File: config.mk
export PLATFORM = sky130hd
export DESIGN_NAME = score_display
export DESIGN_NICKNAME = d
export VERILOG_FILES = /design/src/rtl/score_pkg.sv /design/src/rtl/seg7_bcd_decoder.sv /design/src/rtl/score_display.sv
export SDC_FILE = /design/constraint.sdc
export NUM_CORES = 1
export LEC_CHECK = 0
export CORE_MARGIN = 2
export CORE_UTILIZATION = 66
export DETAILED_ROUTE_END_ITERATION = 7
export DONT_BUFFER_PORTS = 1
export HOLD_SLACK_MARGIN = 0.02
export PLACE_DENSITY = 0.83
export SLEW_MARGIN = 20
export SYNTH_ARGS = -nofsm -noshare
export SYNTH_HDL_FRONTEND = slang
export SYNTH_SLANG_ARGS = --single-unit
export TNS_END_PERCENT = 30
File: constraint.sdc
create_clock -name Clk -period 3.1 [get_ports Clk]
set_input_delay 0.155 -clock Clk [delete_from_list [all_inputs] [get_ports Clk]]
set_output_delay 0.155 -clock Clk [all_outputs]
set_load 0.02 [all_outputs]
File: src/rtl/score_pkg.sv
// Shared types, segment constants and BCD helpers for the score display path.
package score_pkg;

    typedef enum logic {
        IDLE  = 1'b0,
        COUNT = 1'b1
    } tally_state_t;

    localparam logic [6:0] SEG_BLANK = 7'b1111111;

    // Active-low {g,f,e,d,c,b,a} patterns for digits 0-9.
    localparam logic [6:0] SEG7_PATTERNS [0:9] = '{
        7'b1000000, 7'b1111001, 7'b0100100, 7'b0110000, 7'b0011001,
        7'b0010010, 7'b0000010, 7'b1111000, 7'b0000000, 7'b0010000
    };

    function automatic logic [15:0] bcd_clamp(input logic [15:0] value);
        logic [15:0] result;
        for (int i = 0; i < 4; i++) begin
            result[i*4 +: 4] = (value[i*4 +: 4] > 4'd9) ? 4'd9 : value[i*4 +: 4];
        end
        return result;
    endfunction

    // Ripple-carry BCD increment; 9999 holds instead of wrapping.
    function automatic logic [15:0] bcd_inc(input logic [15:0] value);
        logic [15:0] result;
        logic        carry;
        result = value;
        carry  = 1'b1;
        if (value != 16'h9999) begin
            for (int i = 0; i < 4; i++) begin
                if (carry) begin
                    if (result[i*4 +: 4] == 4'd9) begin
                        result[i*4 +: 4] = 4'd0;
                    end else begin
                        result[i*4 +: 4] = result[i*4 +: 4] + 4'd1;
                        carry = 1'b0;
                    end
                end
            end
        end
        return result;
    endfunction

endpackage

File: src/rtl/seg7_bcd_decoder.sv
// Combinational BCD nibble to active-low seven-segment pattern, with blanking.
module seg7_bcd_decoder
    import score_pkg::*;
(
    input  logic [3:0] i_digit,
    input  logic       i_blank,
    output logic [6:0] o_seg_n
);

    always_comb begin
        o_seg_n = SEG_BLANK;
        if (!i_blank && (i_digit <= 4'd9)) begin
            o_seg_n = SEG7_PATTERNS[i_digit];
        end
    end

endmodule

File: src/rtl/score_display.sv
// Score display: BCD tally toward the clamped score plus a 4-digit multiplexed
// seven-segment driver. Define SCORE_TALLY_EN to build the counting tally.
module score_display
    import score_pkg::*;
#(
    parameter int unsigned SCAN_DIV  = 16,
    parameter int unsigned TALLY_DIV = 20
) (
    input  logic        Clk,
    input  logic        Reset_n,
    input  logic [15:0] score_in,
    input  logic        game_start,
    output logic [6:0]  seg_n,
    output logic [3:0]  an_n,
    output logic [15:0] shown,
    output logic        tally_busy
);

    if ((SCAN_DIV < 1) || (TALLY_DIV < 1)) begin : g_param_check
        $error("score_display: SCAN_DIV and TALLY_DIV must be at least 1");
    end

    logic [15:0] w_target;
    logic [15:0] r_shown;

    assign w_target = bcd_clamp(score_in);
    assign shown    = r_shown;

`ifdef SCORE_TALLY_EN
    tally_state_t         r_state;
    logic [TALLY_DIV-1:0] r_tick_cnt;
    logic                 w_tick;
    logic [15:0]          w_inc;

    assign w_tick     = &r_tick_cnt;
    assign w_inc      = bcd_inc(r_shown);
    assign tally_busy = (r_state == COUNT);

    always_ff @(posedge Clk or negedge Reset_n) begin
        if (!Reset_n) begin
            r_state    <= IDLE;
            r_shown    <= '0;
            r_tick_cnt <= '0;
        end else if (game_start) begin
            r_state    <= IDLE;
            r_shown    <= '0;
            r_tick_cnt <= '0;
        end else begin
            r_tick_cnt <= r_tick_cnt + TALLY_DIV'(1);
            if (w_target < r_shown) begin
                r_shown <= w_target;
                r_state <= IDLE;
            end else begin
                case (r_state)
                    IDLE: begin
                        if (w_target > r_shown) begin
                            r_state    <= COUNT;
                            r_tick_cnt <= '0;
                        end
                    end
                    COUNT: begin
                        // Target can fall to exactly the shown value; stop rather than overshoot.
                        if (w_target == r_shown) begin
                            r_state <= IDLE;
                        end else if (w_tick) begin
                            r_shown <= w_inc;
                            if (w_inc == w_target) begin
                                r_state <= IDLE;
                            end
                        end
                    end
                    default: r_state <= IDLE;
                endcase
            end
        end
    end
`else
    assign tally_busy = 1'b0;

    always_ff @(posedge Clk or negedge Reset_n) begin
        if (!Reset_n) begin
            r_shown <= '0;
        end else if (game_start) begin
            r_shown <= '0;
        end else begin
            r_shown <= w_target;
        end
    end
`endif

    logic [SCAN_DIV+1:0] r_scan_cnt;
    logic [1:0]          w_sel;
    logic [3:0]          w_digit;
    logic [3:0]          w_blank;
    logic [6:0]          w_seg_n;
    logic [6:0]          r_seg_n;
    logic [3:0]          r_an_n;

    assign w_sel   = r_scan_cnt[SCAN_DIV+1:SCAN_DIV];
    assign w_digit = r_shown[{w_sel, 2'b00} +: 4];

    // Leading-zero blanking: a digit blanks only if it and all higher digits are zero.
    assign w_blank[3] = (r_shown[15:12] == 4'd0);
    assign w_blank[2] = (r_shown[11:8] == 4'd0) && w_blank[3];
    assign w_blank[1] = (r_shown[7:4] == 4'd0) && w_blank[2];
    assign w_blank[0] = 1'b0;

    seg7_bcd_decoder u_decoder (
        .i_digit (w_digit),
        .i_blank (w_blank[w_sel]),
        .o_seg_n (w_seg_n)
    );

    always_ff @(posedge Clk or negedge Reset_n) begin
        if (!Reset_n) begin
            r_scan_cnt <= '0;
            r_an_n     <= 4'b1111;
            r_seg_n    <= SEG_BLANK;
        end else begin
            r_scan_cnt <= r_scan_cnt + (SCAN_DIV + 2)'(1);
            r_an_n     <= w_blank[w_sel] ? 4'b1111 : ~(4'b0001 << w_sel);
            r_seg_n    <= w_seg_n;
        end
    end

    assign an_n  = r_an_n;
    assign seg_n = r_seg_n;

endmodule

==> results of run 1 <==
worst max path at each step:
stage,startpoint,end,depth (start not counted)
after floorplan,r_scan_cnt[17],seg_n[4],8
after global placement,r_scan_cnt[17],seg_n[4],7
after detailed placement,r_scan_cnt[17],seg_n[4],7
after CTS,r_scan_cnt[17],seg_n[3],7
after global routing,r_scan_cnt[17],seg_n[3],7
final,r_scan_cnt[17],seg_n[3],7
area by class of cell:
type / count / share of cell area
Sequential cell: 45 / 0.4940
Multi-Input combinational cell: 101 / 0.3286
Timing Repair Buffer: 23 / 0.1041
Clock buffer: 7 / 0.02386
Inverter: 12 / 0.01952
Tap cell: 31 / 0.01681
Clock inverter: 1 / 0.01302
cell usage in the layout (no fill, tap or decap), drive strengths merged, types with 3 or more instances in the layout:
cell         instances
dfrtp               34
dlygate4sd3         22
inv                 12
o21ai               12
nand2               11
dfstp               11
xnor2               10
nor3b                8
nand3                7
clkbuf               7
xor2                 6
nor2                 6
ha                   6
a21oi                5
nor2b                4
mux4                 4
nor3                 3
power by group:
| group | switching (mW) | internal, mW | leakage [nW] |
|---|---|---|---|
| clock | 0.170 | 0.193 | 0.0455 |
| combinational | 0.0450 | 0.0433 | 0.465 |
| sequential | 0.0388 | 0.614 | 0.561 |
| total | 0.253 | 0.850 | 1.07 |
metrics by stage:
step                hold WS [ns]  power (mW)  cells
global route             0.08564       1.147    220
floorplan                -0.1406      0.6999    162
detailed placement       -0.1391      0.7100    189
global placement         -0.1392      0.7068    189
finish                   0.04326       1.103    220
CTS                      0.03259       1.106    220
sequential cells by signal, indices dropped and copies added, names as in the netlist:
name and flops:
an_n 4, shown 16, seg_n 7, r_scan_cnt 18
logic make-up (layout without fill, tap and decap cells):
| logic type | after synthesis | after routing | synth area share |
|---|---|---|---|
| mux | 6 | 6 | 0.06163 |
| buf+inv | 16 | 43 | 0.03621 |
| xor+xnor | 16 | 16 | 0.07115 |
| simple gates | 52 | 52 | 0.1499 |
| flops | 45 | 45 | 0.5788 |
| fa+ha+maj | 6 | 6 | 0.03812 |
| other cells | 1 | 1 | 0.001904 |
| compound gates | 20 | 20 | 0.06226 |
critical path, cell delays in order, from the launching register on:
cell and delay (ns):
dfrtp_1 0.58, mux4_1 0.66, inv_1 0.15, ha_1 0.21, nor2_1 0.07, o21ai_2 0.12
o21a_4 0.17, o21ai_1 0.08
metal layers:
layer  up-vias  track usage  wire length, um
li1        603            -                -
met1       629       0.2942             1454
met2        48       0.4575             2057
met3        10      0.07033              251
met4         0       0.1006               89
met5         -            0                0
repair_timing:
item	in CTS	in global routing
endpoints found under the hold margin	61	0
endpoints found under the setup margin	0	0
hold buffers	23	0
==> run_results.csv, run 1 <==
group,metric,value,unit
status,run_status,"finished, violations left",
status,violations,"design-rule violations",
timing,hold_viol_final,0,
timing,fin_crit,2.114,ns
routing,vias,1290,
synth,synth.most_common_cell,"dfrtp_1",
routing,via_per_inst,5.864,
final_layout,multi_input_area,758.2,um^2
place,preCtsSetupSlack,1.008,ns
synth,yosys.area.top_type,"dfrtp_1",
synth,synth-seq-cells,45,
global_route,grt_max_degree,46,
timing,tightest_slew,0.5360,ns
synth,synth_edf_count,0,
timing,slew_headroom,0.6415,
min_path,min_from,"score_in[5]",
synth,netlist-cell-type-count,36,
final_layout,nNetsFinal,213,
setup_path,ff2ff_path_depth,7,
min_path,holdCritPathClass,"in2reg",
timing,setup_viol,0,
synth,syn_inst,162,
floorplan,die-height,58.63,um
cts,htree_levels,2,
setup_path,worstReg2RegEnd,"seg_n[3]",
final_layout,fin_area,2307,um^2
routing,wirelength,3.853,mm
final_layout,regArea,1140,um^2
final_layout,num-fill-cells,141,
timing,max_freq,473.1,MHz
setup_path,critPathLaunchType,"register",
min_path,hold-path-endpoint,"shown[4]",
cts,clockRootBuffer,"clkbuf_4",
timing,period_share,0.6819,
timing,clock_skew,0.01625,ns
floorplan,core_area,2805,um^2
synth,ys_async_sr_fraction,1.000,
synth,yosys_warnings,0,
final_layout,fin_util,0.8225,
setup_path,timing.critical_path.to_type,"register",
routing,drtIter0Drc,27,
synth,synth_seq_area_share,0.5788,
synth,yosysTopAreaCellShare,0.4320,
global_route,track_usage,0.2570,
place,dp_hpwl,2.430,mm
synth,syn_area,1969,um^2
synth,synth_nets,187,
routing,drc_errors,3,
place,postPlaceCellArea,1982,um^2
setup_path,r2r_slack,0.99,ns
floorplan,initial_core_util,0.7021,
synth,ys_top_cells_by_area,"dfrtp_1 43%, dfstp_2 15%, xnor2_1 4.4%",
timing,fin_tns_setup,0,ns
power_and_ir_drop,cellLeakagePower,1.072,nW
place,place_congestion,0.7519,
setup_path,cp.required,3.36,ns
cts,post_cts_resized,0,
job,drv_cap,0,
timing,grt_setup_unrepaired,"no",
cts,clk_pin_slew,0.13,ns
routing,drtPass1Iterations,6,
timing,setup_slack,0.9861,ns
power_and_ir_drop,ir_drop,0.3089,mV
floorplan,ios,47,
global_route,grt_overflow,0,
synth,syn_avg_cell_area,12.16,um^2
final_layout,layout-drive-gt1-share,0.1429,
final_layout,diodes,0,
routing,ant_nets,0,
setup_path,reg2reg_from,"r_scan_cnt[17]",
floorplan,rows,19,
timing,slew_viol_final,0,
cts,post-cts-setup-buffers,0,
synth,synthTopCellsByCount,"34 x dfrtp_1, 12 x inv_1, 11 x dfstp_2, 11 x nand2_1, 10 x xnor2_1",
cts,clock_latency,0.34,ns
floorplan,fp.dieW,58.63,um
global_route,grt_pass1_vias,1375,
global_route,antenna_found_initial,0,
place,portBuffers,0,
cts,cts_buffers,5,
setup_path,path_class,"reg2reg",
min_path,holdPathStages,2,
setup_path,crit_fanout,10,
final_layout,synthToLayoutAreaGrowth,17.15,%
floorplan,die-area,3437,um^2
cts,cts_tree,"built",
global_route,grt_first_pass_wirelength,6.361,mm
routing,post_drt_wl_per_cell,17.51,um
setup_path,cp.arrival,2.38,ns
cts,cts_max_path_buffers,2,
power_and_ir_drop,power.density,478.2,nW/um^2
synth,synthFlopType,"dfrtp_1",
cts,cts_sinks,45,
Note: power is estimated with default switching activity, not from simulation.
==> run 2: changes to the inputs <==
- ABC_AREA: not set -> 1
- CORE_UTILIZATION: 66 -> 56
- PLACE_DENSITY: 0.83 -> 0.75
- clock period: 3.1 -> 1.8 ns (I/O delays scaled with it)
==> run 2 against run 1 <==
  * The flow now finishes without violations
  * Design area is 23% higher
  * Non-clock buffer count is 29 higher
  * Sequential share of layout area is 9.0 points lower
  * Synthesized area is 8.3% higher
  * Clock power is 120% higher
  * Core utilization is 5.0 points lower
  * Fmax is 24% higher
  * Count of clock-buffer cells in the layout is 1 lower
==> run_results.csv, run 2 <==
group,metric,value,unit
place,postPlaceCellArea,2322,um^2
timing,fin_tns_setup,0,ns
synth,synthFlopType,"dfrtp_1",
global_route,antenna_found_initial,1,
timing,setup_viol,0,
power_and_ir_drop,cellLeakagePower,1.434,nW
cts,clock_latency,0.29,ns
final_layout,layout-drive-gt1-share,0.2881,
place,place_congestion,0.8406,
final_layout,final_cell_mix,"70 x nand2_1, 32 x dfrtp_1, 26 x nor2_1, 26 x dlygate4sd3_1, 22 x buf_4",
timing,hold_viol_final,0,
cts,cts_buffers,5,
synth,synthTopCellsByCount,"78 x nand2_1, 34 x dfrtp_1, 30 x nor2_1",
setup_path,timing.critical_path.to_type,"register",
status,run_status,"complete, no violations",
cts,htree_levels,2,
final_layout,num-fill-cells,220,
routing,wirelength,4.667,mm
global_route,track_usage,0.2333,
synth,syn_area,2133,um^2
place,portBuffers,0,
routing,ant_nets,0,
floorplan,die-height,65.72,um
routing,drtIter0Drc,49,
routing,post_drt_wl_per_cell,13.30,um
cts,clk_pin_slew,0.08,ns
setup_path,max_stage_delay,0.43,ns
place,preCtsSetupSlack,-0.03763,ns
synth,ys_top_cells_by_area,"dfrtp_1 40%, nand2_1 14%, dfstp_2 14%",
setup_path,cpMostUsedCell,"nand2_1",
final_layout,multi_input_area,910.9,um^2
routing,drc_errors,0,
timing,slew_viol_final,0,
routing,via_per_inst,4.926,
cts,cts_sinks,45,
routing,wl_met1,1.859,mm
setup_path,crit_path_cell_trace,"buf_12 > inv_2 > nand2_1 > nand2_1 > nand2_1 > nand3_2 > inv_2 > ha_2 > or2_4 > nand3_2 > nand2_2 > nand2_2 > inv_4 > nand2_1",
routing,drtPass1Iterations,4,
global_route,grt_max_degree,46,
power_and_ir_drop,power.density,750.3,nW/um^2
final_layout,largest_reg_flops,18,
synth,ys_async_sr_fraction,1.000,
final_layout,final_common_cell,"nand2_1",
timing,fin_crit,1.701,ns
min_path,holdCritPathClass,"in2async",
synth,syn_inst,246,
final_layout,regMostFlops,"r_scan_cnt",
setup_path,crit_fanout,7,
synth,syn_avg_cell_area,8.672,um^2
synth,synth_edf_count,0,
power_and_ir_drop,ir_drop,0.7758,mV
final_layout,regArea,1142,um^2
routing,highest_layer,"met4",
floorplan,core_area,3661,um^2
place,dp_hpwl,2.785,mm
synth,synth.most_common_cell,"nand2_1",
synth,netlist-cell-type-count,27,
setup_path,cp.required,2.03,ns
synth,yosys_warnings,0,
setup_path,path_class,"reg2reg",
floorplan,initial_core_util,0.5827,
setup_path,cp_slowest_cell,"dfrtp_2",
global_route,grt_overflow,0,
global_route,grt_first_pass_wirelength,7.645,mm
final_layout,nNetsFinal,326,
floorplan,fp.dieW,65.72,um
synth,yosys.area.top_type,"dfrtp_1",
timing,clock_skew,0.008887,ns
synth,yosysTopAreaCellShare,0.3988,
routing,wl_met3,333,um
global_route,grt_pass1_vias,1751,
setup_path,critPathLaunchType,"register",
cts,clockRootBuffer,"clkbuf_8",
floorplan,rows,22,
synth,synth_nets,271,
floorplan,ios,47,
timing,max_freq,587.9,MHz
cts,cts_max_path_buffers,2,
synth,synth-seq-cells,45,
timing,setup_slack,0.09910,ns
routing,vias,1729,
setup_path,worst-path-buf-inv,4,
job,drv_cap,0,
timing,period_share,0.9449,
routing,wl_met2,2.356,mm
final_layout,fin_area,2828,um^2
synth,synth_seq_area_share,0.5343,
floorplan,die-area,4319,um^2
cts,cts_tree,"built",
power_and_ir_drop,p_total,2.122,mW
setup_path,cp.arrival,1.93,ns
final_layout,synthToLayoutAreaGrowth,32.55,%
setup_path,crit_family,"simple AND/OR/NAND/NOR gates",
[run 2: cell types whose count changed in the layout (fill, tap and decap cells not counted), sizes merged, moves of 3 or more]
cell	previous run	this run
nand2	11	84
nor2	6	34
buf	1	25
inv	12	28
nand3	7	19
nor3b	8	0
o21ai	12	5
a21oi	5	1
dlygate4sd3	22	26
mux4	4	0
nor2b	4	0
xnor2	10	7
[run 2: final cells by class]
| class | instances | share of cell area |
|---|---|---|
| antenna | 1 | 0.0008850 |
| multi-input combinational | 169 | 0.3221 |
| timing repair buffer | 52 | 0.1712 |
| clock inverter | 2 | 0.01327 |
| sequential | 45 | 0.4040 |
| clock buffer | 6 | 0.02920 |
| inverter | 28 | 0.03805 |
| tap | 48 | 0.02124 |
[run 2: where the power goes]
group / internal (mW) / leakage (nW) / switching [mW] / total [mW]
logic: 0.105 / 0.819 / 0.125 / 0.230
registers: 1.06 / 0.557 / 0.0527 / 1.11
clock network: 0.451 / 0.0574 / 0.328 / 0.779
[run 2: timing repair]
item                                    4_1_cts  5_1_grt
gates resized for setup                       1       25
setup buffers                                 0        4
hold endpoints to repair                     61        0
pin swaps                                     0        4
endpoints found under the setup margin        7        7
hold buffers                                 27        0
gates cloned                                  0        0
[run 2: worst reg2reg max path: stages, from the launching register on]
cell and delay [ns]:
dfrtp_2 0.43, buf_12 0.14, inv_2 0.05, nand2_1 0.04, nand2_1 0.06, nand2_1 0.07, nand3_2 0.07, inv_2 0.05
ha_2 0.17, or2_4 0.24, nand3_2 0.07, nand2_2 0.05, nand2_2 0.07, inv_4 0.06, nand2_1 0.06
[run 2: metrics by stage]
stage	instances	util	hold slack [ns]
after floorplan	246	-	-0.2056
after global placement	311	0.6343	-0.2045
after detailed placement	311	0.6343	-0.2042
after CTS	346	0.7440	0.2505
after global routing	351	0.7724	0.2721
final	351	0.7724	0.2503
[run 2: worst paths after layout]
path | from | end | slack, ns | cells after the start
min | Reset_n | r_scan_cnt[9] | 0.25 | 2
min reg2reg | r_scan_cnt[8] | r_scan_cnt[8] | 0.48 | 1
min in group Clk | score_in[12] | shown[12] | 0.45 | 3
max reg2reg | r_scan_cnt[16] | seg_n[1] | 0.1 | 14
max in group asynchronous | Reset_n | an_n[1] | 1.28 | 2
max | r_scan_cnt[16] | seg_n[1] | 0.1 | 14
[run 2: kinds of logic (layout without fill, tap and decap cells)]
group           count (synthesis)  after routing  synth area share
xor+xnor                       13             13           0.05337
compound gates                  6              6           0.01407
other cells                     1              2          0.001758
buf+inv                        32             88           0.06568
fa+ha+maj                       6              6           0.03519
simple gates                  143            143            0.2956
flops                          45             45            0.5343
[run 2: per-layer routing]
layer  vias to the layer above  global-route usage
li1                        855                   -
met1                       808              0.2771
met2                        56              0.3902
met4                         0             0.08594
met5                         -                   0
met3                        10             0.08048
